**src/rtl/alsu_arbiter_if.sv**
```systemverilog
// alsu_arbiter_if: bundles the requester, ALSU and response signals of
// alsu_arbiter.
//   req0_*/req1_* : command channels (valid/ready/16-bit cmd)
//   alsu_*        : command fields driven to the shared ALSU, alsu_out result
//   resp_*        : response channel (valid/ready, data, requester id, invalid)
// slave  = arbiter view, master = surrounding fabric/ALSU view.
interface alsu_arbiter_if;
  logic        req0_valid, req0_ready;
  logic [15:0] req0_cmd;
  logic        req1_valid, req1_ready;
  logic [15:0] req1_cmd;

  logic [2:0]  alsu_opcode, alsu_A, alsu_B;
  logic        alsu_cin, alsu_red_op_A, alsu_red_op_B;
  logic        alsu_bypass_A, alsu_bypass_B, alsu_direction, alsu_serial_in;
  logic [5:0]  alsu_out;

  logic        resp_valid, resp_ready;
  logic [5:0]  resp_data;
  logic        resp_id, resp_invalid;

  modport slave (
    input  req0_valid, req0_cmd, req1_valid, req1_cmd, alsu_out, resp_ready,
    output req0_ready, req1_ready,
    output alsu_opcode, alsu_A, alsu_B, alsu_cin, alsu_red_op_A, alsu_red_op_B,
    output alsu_bypass_A, alsu_bypass_B, alsu_direction, alsu_serial_in,
    output resp_valid, resp_data, resp_id, resp_invalid
  );

  modport master (
    output req0_valid, req0_cmd, req1_valid, req1_cmd, alsu_out, resp_ready,
    input  req0_ready, req1_ready,
    input  alsu_opcode, alsu_A, alsu_B, alsu_cin, alsu_red_op_A, alsu_red_op_B,
    input  alsu_bypass_A, alsu_bypass_B, alsu_direction, alsu_serial_in,
    input  resp_valid, resp_data, resp_id, resp_invalid
  );
endinterface

```
**src/rtl/alsu_arbiter.sv**
```systemverilog
// alsu_arbiter: shares one ALSU between two requesters. A granted command is
// driven to the ALSU for exactly one cycle, the ALSU latency is waited out,
// the 6-bit result is captured and returned with requester id and an
// invalid-command flag.
//   i_clk     : clock, rising edge
//   i_rst     : synchronous active-high reset
//   bus       : alsu_arbiter_if.slave (requests, ALSU drive, response)
//   o_err_cnt : saturating count of accepted invalid commands
module alsu_arbiter #(
  parameter int RR_EN    = 1,
  parameter int ALSU_LAT = 2,
  parameter int ERR_W    = 8
) (
  input  logic             i_clk,
  input  logic             i_rst,
  alsu_arbiter_if.slave    bus,
  output logic [ERR_W-1:0] o_err_cnt
);

  localparam int CW = (ALSU_LAT > 1) ? $clog2(ALSU_LAT) : 1;
  localparam logic [CW-1:0] LAST = CW'(ALSU_LAT - 1);

  typedef enum logic [1:0] {IDLE, ISSUE, WAIT, RESP} state_t;

  state_t           r_state, w_next;
  logic             r_last_grant;
  logic [15:0]      r_alsu_cmd;
  logic [CW-1:0]    r_wait_cnt;
  logic [5:0]       r_resp_data;
  logic             r_resp_id, r_resp_inv;
  logic [ERR_W-1:0] r_err_cnt;

  logic             w_any, w_gnt, w_hs, w_inv;
  logic [15:0]      w_cmd;
  logic             w_req0_ready, w_req1_ready;

  // Grant: single valid requester wins; on contention either alternate
  // against the last grant or give req0 fixed priority.
  always_comb begin
    w_any = bus.req0_valid | bus.req1_valid;
    if (bus.req0_valid && bus.req1_valid)
      w_gnt = (RR_EN != 0) ? ~r_last_grant : 1'b0;
    else
      w_gnt = bus.req1_valid;
    w_hs  = (r_state == IDLE) && w_any;
    w_cmd = w_gnt ? bus.req1_cmd : bus.req0_cmd;
    // Reduction only legal for AND/XOR; opcodes 6/7 are never legal.
    w_inv = ((w_cmd[5] | w_cmd[4]) & (w_cmd[14] | w_cmd[15])) |
            (w_cmd[14] & w_cmd[15]);
  end

  always_ff @(posedge i_clk) begin
    if (i_rst) r_state <= IDLE;
    else       r_state <= w_next;
  end

  always_comb begin
    w_next       = r_state;
    w_req0_ready = 1'b0;
    w_req1_ready = 1'b0;
    case (r_state)
      IDLE: begin
        w_req0_ready = w_any & ~w_gnt;
        w_req1_ready = w_any &  w_gnt;
        if (w_any) w_next = ISSUE;
      end
      ISSUE: w_next = WAIT;
      WAIT:  if (r_wait_cnt == LAST) w_next = RESP;
      RESP:  if (bus.resp_ready) w_next = IDLE;
      default: w_next = IDLE;
    endcase
  end

  always_ff @(posedge i_clk) begin
    if (i_rst) begin
      r_last_grant <= 1'b1;
      r_alsu_cmd   <= '0;
      r_wait_cnt   <= '0;
      r_resp_data  <= '0;
      r_resp_id    <= 1'b0;
      r_resp_inv   <= 1'b0;
      r_err_cnt    <= '0;
    end else begin
      case (r_state)
        IDLE: if (w_hs) begin
          r_alsu_cmd   <= w_cmd;
          r_resp_id    <= w_gnt;
          r_resp_inv   <= w_inv;
          r_last_grant <= w_gnt;
          if (w_inv && (r_err_cnt != {ERR_W{1'b1}}))
            r_err_cnt <= r_err_cnt + ERR_W'(1);
        end
        ISSUE: begin
          // Back to the all-zero idle command so shifts start from out=0.
          r_alsu_cmd <= '0;
          r_wait_cnt <= '0;
        end
        WAIT: begin
          r_wait_cnt <= r_wait_cnt + CW'(1);
          if (r_wait_cnt == LAST) r_resp_data <= bus.alsu_out;
        end
        default: ;
      endcase
    end
  end

  assign bus.req0_ready     = w_req0_ready;
  assign bus.req1_ready     = w_req1_ready;
  assign bus.alsu_opcode    = r_alsu_cmd[15:13];
  assign bus.alsu_A         = r_alsu_cmd[12:10];
  assign bus.alsu_B         = r_alsu_cmd[9:7];
  assign bus.alsu_cin       = r_alsu_cmd[6];
  assign bus.alsu_red_op_A  = r_alsu_cmd[5];
  assign bus.alsu_red_op_B  = r_alsu_cmd[4];
  assign bus.alsu_bypass_A  = r_alsu_cmd[3];
  assign bus.alsu_bypass_B  = r_alsu_cmd[2];
  assign bus.alsu_direction = r_alsu_cmd[1];
  assign bus.alsu_serial_in = r_alsu_cmd[0];
  assign bus.resp_valid     = (r_state == RESP);
  assign bus.resp_data      = r_resp_data;
  assign bus.resp_id        = r_resp_id;
  assign bus.resp_invalid   = r_resp_inv;
  assign o_err_cnt          = r_err_cnt;

endmodule

```
**src/flat_wrapper.sv**
```systemverilog
// flat-port wrapper written by rule: the top's interface ports become plain ports
module alsu_arbiter_flat 
#(
  parameter int RR_EN    = 1,
  parameter int ALSU_LAT = 2,
  parameter int ERR_W    = 8
)
  (i_clk, i_rst, o_err_cnt, bus_req0_valid, bus_req0_cmd, bus_req1_valid, bus_req1_cmd, bus_alsu_out, bus_resp_ready, bus_req0_ready, bus_req1_ready, bus_alsu_opcode, bus_alsu_A, bus_alsu_B, bus_alsu_cin, bus_alsu_red_op_A, bus_alsu_red_op_B, bus_alsu_bypass_A, bus_alsu_bypass_B, bus_alsu_direction, bus_alsu_serial_in, bus_resp_valid, bus_resp_data, bus_resp_id, bus_resp_invalid);
  alsu_arbiter_if bus_i ();
  input  logic i_clk;
  input  logic i_rst;
  output logic [ERR_W-1:0] o_err_cnt;
  input wire logic [$bits(bus_i.req0_valid)-1:0] bus_req0_valid;
  input wire logic [$bits(bus_i.req0_cmd)-1:0] bus_req0_cmd;
  input wire logic [$bits(bus_i.req1_valid)-1:0] bus_req1_valid;
  input wire logic [$bits(bus_i.req1_cmd)-1:0] bus_req1_cmd;
  input wire logic [$bits(bus_i.alsu_out)-1:0] bus_alsu_out;
  input wire logic [$bits(bus_i.resp_ready)-1:0] bus_resp_ready;
  output wire logic [$bits(bus_i.req0_ready)-1:0] bus_req0_ready;
  output wire logic [$bits(bus_i.req1_ready)-1:0] bus_req1_ready;
  output wire logic [$bits(bus_i.alsu_opcode)-1:0] bus_alsu_opcode;
  output wire logic [$bits(bus_i.alsu_A)-1:0] bus_alsu_A;
  output wire logic [$bits(bus_i.alsu_B)-1:0] bus_alsu_B;
  output wire logic [$bits(bus_i.alsu_cin)-1:0] bus_alsu_cin;
  output wire logic [$bits(bus_i.alsu_red_op_A)-1:0] bus_alsu_red_op_A;
  output wire logic [$bits(bus_i.alsu_red_op_B)-1:0] bus_alsu_red_op_B;
  output wire logic [$bits(bus_i.alsu_bypass_A)-1:0] bus_alsu_bypass_A;
  output wire logic [$bits(bus_i.alsu_bypass_B)-1:0] bus_alsu_bypass_B;
  output wire logic [$bits(bus_i.alsu_direction)-1:0] bus_alsu_direction;
  output wire logic [$bits(bus_i.alsu_serial_in)-1:0] bus_alsu_serial_in;
  output wire logic [$bits(bus_i.resp_valid)-1:0] bus_resp_valid;
  output wire logic [$bits(bus_i.resp_data)-1:0] bus_resp_data;
  output wire logic [$bits(bus_i.resp_id)-1:0] bus_resp_id;
  output wire logic [$bits(bus_i.resp_invalid)-1:0] bus_resp_invalid;
  assign bus_i.req0_valid = bus_req0_valid;
  assign bus_i.req0_cmd = bus_req0_cmd;
  assign bus_i.req1_valid = bus_req1_valid;
  assign bus_i.req1_cmd = bus_req1_cmd;
  assign bus_i.alsu_out = bus_alsu_out;
  assign bus_i.resp_ready = bus_resp_ready;
  assign bus_req0_ready = bus_i.req0_ready;
  assign bus_req1_ready = bus_i.req1_ready;
  assign bus_alsu_opcode = bus_i.alsu_opcode;
  assign bus_alsu_A = bus_i.alsu_A;
  assign bus_alsu_B = bus_i.alsu_B;
  assign bus_alsu_cin = bus_i.alsu_cin;
  assign bus_alsu_red_op_A = bus_i.alsu_red_op_A;
  assign bus_alsu_red_op_B = bus_i.alsu_red_op_B;
  assign bus_alsu_bypass_A = bus_i.alsu_bypass_A;
  assign bus_alsu_bypass_B = bus_i.alsu_bypass_B;
  assign bus_alsu_direction = bus_i.alsu_direction;
  assign bus_alsu_serial_in = bus_i.alsu_serial_in;
  assign bus_resp_valid = bus_i.resp_valid;
  assign bus_resp_data = bus_i.resp_data;
  assign bus_resp_id = bus_i.resp_id;
  assign bus_resp_invalid = bus_i.resp_invalid;
  alsu_arbiter #(.RR_EN(RR_EN), .ALSU_LAT(ALSU_LAT), .ERR_W(ERR_W)) u_core (.i_clk(i_clk), .i_rst(i_rst), .bus(bus_i), .o_err_cnt(o_err_cnt));
endmodule
```
**config.mk**
```make
export PLATFORM = sky130hd
export DESIGN_NAME = alsu_arbiter_flat
export DESIGN_NICKNAME = d
export VERILOG_FILES = /design/src/rtl/alsu_arbiter_if.sv /design/src/rtl/alsu_arbiter.sv /design/src/flat_wrapper.sv
export SDC_FILE = /design/constraint.sdc
export NUM_CORES = 1
export LEC_CHECK = 0
export CAP_MARGIN = 20
export CORE_MARGIN = 1.5
export CORE_UTILIZATION = 35
export CTS_CLUSTER_DIAMETER = 30
export DETAILED_ROUTE_END_ITERATION = 6
export HOLD_SLACK_MARGIN = 0.08
export PLACE_DENSITY = 0.69
export SYNTH_ARGS = -nofsm -noshare
export SYNTH_HDL_FRONTEND = slang
export SYNTH_SLANG_ARGS = --single-unit
```
**constraint.sdc**
```tcl
create_clock -name i_clk -period 2.8 [get_ports i_clk]
set_clock_uncertainty 0.15 [all_clocks]
set_input_delay 0.42 -clock i_clk [delete_from_list [all_inputs] [get_ports i_clk]]
set_output_delay 0.42 -clock i_clk [all_outputs]
set_load 0.01 [all_outputs]
```
; Word level (Yosys, flattened, before mapping)
; Cells that the tools add are included.
; W data, S select, Z words.
[classes]
eq_ne = 8
reduce_logical = 11
n_mux = 11
add_sub_neg = 2
bitwise = 10
[op_table]
columns = operator, n
row1 = $mux W16, 2
row2 = $pmux W16 S2, 1
row3 = $add A8 B1 Y8 const B, 1
row4 = $ne A8 B8 Y1 const B, 1
row5 = $pmux W2 S4, 1
row6 = $mux W2, 3
row7 = $ne A2 B1 Y1 const B, 3
row8 = $reduce_and A2 Y1, 3
row9 = $reduce_and A3 Y1, 2
row10 = $and A1 B1 Y1, 4
row11 = $eq A2 B2 Y1 const B, 2
row12 = $or A1 B1 Y1, 4
row13 = $reduce_bool A2 Y1, 2
row14 = $logic_and A1 B1 Y1, 3
row15 = $mux W1, 3
row16 = $eq A2 B1 Y1 const B, 1
row17 = $logic_not A2 Y1, 1
row18 = $ne A2 B2 Y1 const B, 1
row19 = $not A1 Y1, 2
row20 = $pmux W1 S2, 1
row21 = $add A1 B1 Y1 const B, 1
[word_totals]
wordCells = 50
reg_bits = 36
output_inout_bits = 35

; Depth between registers and ports, before layout
[depth]
word_depth = 8
depth_mapped = 9

; Worst setup path after synthesis
; No wires, ideal clock.
[synth_path]
kind = register to register
startpoint = reg u_core.r_state[0]
endpoint = reg u_core.r_alsu_cmd[0]
path_slack_ns = 0.840
setup_time_ns = 0.128
n_path_buf = 2
synth_period_minus_slack_ns = 1.960
stages_incl_launch_ff = 10
arrival_time_ns = 1.682
required_ns = 2.522
cell_sequence = dfxtp_1 -> inv_1 -> ha_1 -> o21ai_1 -> or2_2 -> clkbuf_1 -> clkbuf_1 -> a21oi_1 -> a21oi_1 -> nor2_1
[synth_via]
elab_chain_cells = 4
word_cells_on_any_way = 7
cone_classes = eq/ne (2) / mux (1) / reduce/logical (4)
[synth_rtl]
columns = element, line
row1 = start: declaration, alsu_arbiter.sv:25  ; state_t r_state, w_next;
row2 = start signal: assignment, alsu_arbiter.sv:54  ; else r_state <= w_next;
row3 = $logic_not A2 Y1, "alsu_arbiter.sv:45, alsu_arbiter.sv:84"
row4 = $logic_and A1 B1 Y1, alsu_arbiter.sv:45  ; w_hs = (r_state == IDLE) && w_any;
row5 = $ne A2 B1 Y1 (no line), -
row6 = $reduce_and A2 Y1 (no line), -
row7 = end signal: assignment, alsu_arbiter.sv:86  ; r_alsu_cmd <= w_cmd;
row8 = end: declaration, alsu_arbiter.sv:27  ; logic [15:0] r_alsu_cmd;
; Parallel ways exist; a longest one is shown, timed or not.
; A chain may end at the register's enable or synchronous reset.

; Final worst setup path
[layout_path]
startpoint = in bus_req1_valid
endpoint = out bus_req1_ready
[layout_via]
elab_chain_cells = 4
word_cells_on_any_way = 5
cone_classes = mux (2) / bitwise (2) / reduce/logical (1)
[layout_rtl]
columns = element, line
row1 = start: declaration, flat_wrapper.sv:15  ; input wire logic [$bits(bus_i.req1_valid)-1:0] bus_req1_valid;
row2 = $logic_and A1 B1 Y1, alsu_arbiter.sv:41  ; if (bus.req0_valid && bus.req1_valid)
row3 = $mux W1, alsu_arbiter.sv:41
row4 = $and A1 B1 Y1 *, alsu_arbiter.sv:64  ; w_req1_ready = w_any & w_gnt;
row5 = $mux W1 *, alsu_arbiter.sv:61  ; case (r_state)
row6 = end: declaration, flat_wrapper.sv:20  ; output wire logic [$bits(bus_i.req1_ready)-1:0] bus_req1_ready;
; Every way passes the cells marked *; elsewhere a longest branch is shown, timed or not.

==> flow_summary_export.csv <==
group,metric,value,unit
run_status,status,"finished clean",
critical_path,crit_buf_inv,2,
timing,min_period,2.53,ns
die,die-height,72.9,um
power_and_ir_drop,p_clk_frac,0.209,
place,place_congestion,0.855,
routing,drt_iter0_drc,41,
die,start_util,0.362,
layout,fillers,471,
power_and_ir_drop,power.density,708,nW/um^2
layout,final_nets,350,
synth,syn_area_per_cell,7.63,um^2
clocking,postCtsHoldBufs,0,
power_and_ir_drop,leakage,0.000999,uW
routing,routed_wirelength,4360,um
timing,timing.slew.headroom,0.560,
routing,drc_errors,0,
run,drv_cap,0,
synth,yosysWarnings,0,
die,die_w,72.9,um
clocking,numCtsBuffers,5,
grt,grt_util_all_layers,0.173,
clocking,cts_num_sinks,36,
grt,antenna_found_initial,0,
clocking,cts_resized,0,
clocking,cts_setup_buffers,0,
routing,avgViaCountPerCell,4.81,
layout,num_antenna_cells,0,
place,place_hpwl,3330,um
synth,synth_top_cell_by_area,"dfxtp_1",
timing,drv_slew,0,
critical_path,cpLargestDelayFamily,"buffers and inverters",
timing,fin_crit_sh,0.905,
critical_path,crit_chain,"clkdlybuf4s50_1 > a21boi_2 > and2_1 > clkdlybuf4s50_1",
timing,hold_viol_final,0,
synth,syn_inst,224,
clocking,insertion_delay,0.28,ns
synth,syn_nets,272,
synth,syn_area,1710,um^2
routing,drt.antenna.violating_nets,0,
grt,grt_pass1_wl,7130,um
synth,synth_top_cell_area_share,0.422,
clocking,cts_root_buffer,"clkbuf_8",
synth,synth_area_leaders,"dfxtp_1, a21oi_1, nand2_1",
grt,grt_max_degree,21,
timing,finalSetupViolations,0,
grt,grt_pass1_vias,1614,
hold_path,hp-class,"register to register",
die,dieArea,5310,um^2
routing,wl_per_cell,11.8,um
critical_path,worstSetupPathType,"input port to output pin",
critical_path,slowest_delay,0.56,ns
die,num_io_pins,78,
die,core,4720,um^2
layout,areaGrowthSynthToFinish,55.2,%
clocking,clk_pin_slew,0.07,ns
routing,via_count,1774,
timing,finalSetupTns,0,ns
synth,ys.flop_type,"dfxtp_1",
critical_path,worstReg2RegStart,"u_core.r_state[0]",
timing,max_slew.worst_pin.slew,0.658,ns
critical_path,start_kind,"input port",
routing,drt_first_pass_iters,4,
critical_path,cpMostUsedCell,"clkdlybuf4s50_1",
timing,rsz0062_at_grt,"false",
layout,drive_gt1_frac,0.0662,
critical_path,slowest_stage,"clkdlybuf4s50_1",
grt,globalRouteOverflowTotal,0,
power_and_ir_drop,p_sw,659,uW
clocking,cts_tree,"yes",
place,io_buffers,77,
clocking,cts_max_path_buffers,2,
synth,synth-edff-count,0,
critical_path,required,2.23,ns
clocking,htreeDepth,2,
power_and_ir_drop,p_sw_frac,0.351,
critical_path,endpoint_kind,"output pin",
die,placementRows,25,
timing,hold_ws,0.305,ns
hold_path,hp-start,"u_core.bus.resp_data[4]",
power_and_ir_drop,ir_worst_vdd,352,uV
power_and_ir_drop,power_frac_comb,0.437,
critical_path,arrival,1.96,ns
critical_path,critPathLaunch,"bus_req1_valid",
layout,postLayoutCoreUtil,0.562,
power_and_ir_drop,p_seq_frac,0.355,
synth,ys_types,32,
power_and_ir_drop,p_int,1220,uW
timing,max_freq,0.395,GHz
synth,ys_ff_latch,36,
synth,async_reset_ff_frac,0,
synth,yosysSeqAreaShare,0.422,
critical_path,worstPathMaxFanout,4,
[power by group through the flow]
stage	clock [uW]	sequential (uW)	combinational [uW]
after floorplan	0	699	454
after global placement	0	675	799
after detailed placement	0	677	831
after CTS	407	667	834
after global routing	430	676	926
final	392	666	820
[cell usage after synthesis (2+ instances only)]
cell type  count
a21oi_1       44
clkbuf_1      11
or4_1          3
a211oi_1       4
and3_1         3
inv_1          6
o21ai_0        3
o21ai_1        2
dfxtp_1       36
buf_6          2
nor2_1        24
nand3_1        7
nand2b_1       2
o31ai_1        3
nor3_1         5
mux2i_1        3
nand4_1        3
ha_1           5
nor2b_1        3
nand2_1       43
[final timing paths]
| path | endpoint | slack (ns) | cells past startpoint |
|---|---|---|---|
| worst max register to register | u_core.o_err_cnt[7] | 0.73 | 6 |
| worst min register to register | u_core.bus.resp_data[4] | 0.31 | 2 |
| worst max-delay path | bus_req1_ready | 0.27 | 4 |
| worst min-delay path | u_core.bus.resp_data[4] | 0.31 | 2 |
[final cells by class]
| cell class | instances | area [um^2] | area share |
|---|---|---|---|
| Clock buffer | 7 | 96.3 | 0.0363 |
| Inverter | 6 | 22.5 | 0.00849 |
| Multi-Input combinational cell | 169 | 902 | 0.340 |
| Sequential cell | 36 | 721 | 0.272 |
| Tap cell | 67 | 83.8 | 0.0316 |
| Timing Repair Buffer | 84 | 827 | 0.312 |
[stage by stage]
step	total power [uW]	setup WS (ns)	cell area [um^2]	instances
after floorplan	1150	0.840	1710	224
after global placement	1470	0.247	2540	361
after detailed placement	1510	0.197	2560	362
after CTS	1910	0.275	2650	369
after global routing	2030	0.182	2650	369
final	1880	0.266	2650	369
[registers in the layout, indices dropped and copies added (netlist names)]
register                 flops
u_core.r_alsu_cmd           16
u_core.o_err_cnt             8
u_core.bus.resp_data         6
u_core.r_state               2
u_core.bus.resp_id           1
u_core.bus.resp_invalid      1
u_core.r_last_grant          1
u_core.r_wait_cnt            1
[layer usage]
metal  vias up  GRT usage  share of wire
met4         0     0.0503          0.011
met2        53      0.277           0.45
met3         5     0.0704          0.084
met1       793      0.213           0.46
li1        923          -              -
met5         -          0              0
[tightest hold or removal path: cells and delay by family, from the launching register on]
family	cells	cell delay, ns
AO/OA/AOI/OAI	1	0.05
AND/OR/NAND/NOR	1	0.05
flip-flops	1	0.31
[cell families after synthesis]
family,after synthesis,share of synthesized area
and+or+nand+nor,97,0.250
AOI/OAI and AO/OA,63,0.217
buffers and inverters,19,0.0505
muxes,4,0.0242
DFF,36,0.422
adders and majority gates,5,0.0366
[placed cells by master, fill, tap and decap left out, types with 2 or more instances in the layout]
| cell | Yosys | final |
|---|---|---|
| nand2b_1 | 2 | 2 |
| o21ai_1 | 2 | 2 |
| a211oi_1 | 4 | 4 |
| nor3_1 | 5 | 5 |
| or4_1 | 3 | 3 |
| nand2_1 | 43 | 43 |
| nor2_1 | 24 | 24 |
| o21ai_0 | 3 | 3 |
| and3_1 | 3 | 3 |
| nor2b_1 | 3 | 3 |
| nand4_1 | 3 | 3 |
| nand3_1 | 7 | 7 |
| mux2i_1 | 3 | 3 |
| clkdlybuf4s50_1 | 0 | 77 |
| inv_1 | 6 | 6 |
| ha_1 | 5 | 5 |
| o31ai_1 | 3 | 3 |
| clkbuf_8 | 0 | 7 |
| a21oi_1 | 44 | 44 |
| dfxtp_1 | 36 | 36 |
| buf_4 | 0 | 6 |
No activity file was read; power rests on OpenSTA's default activity.
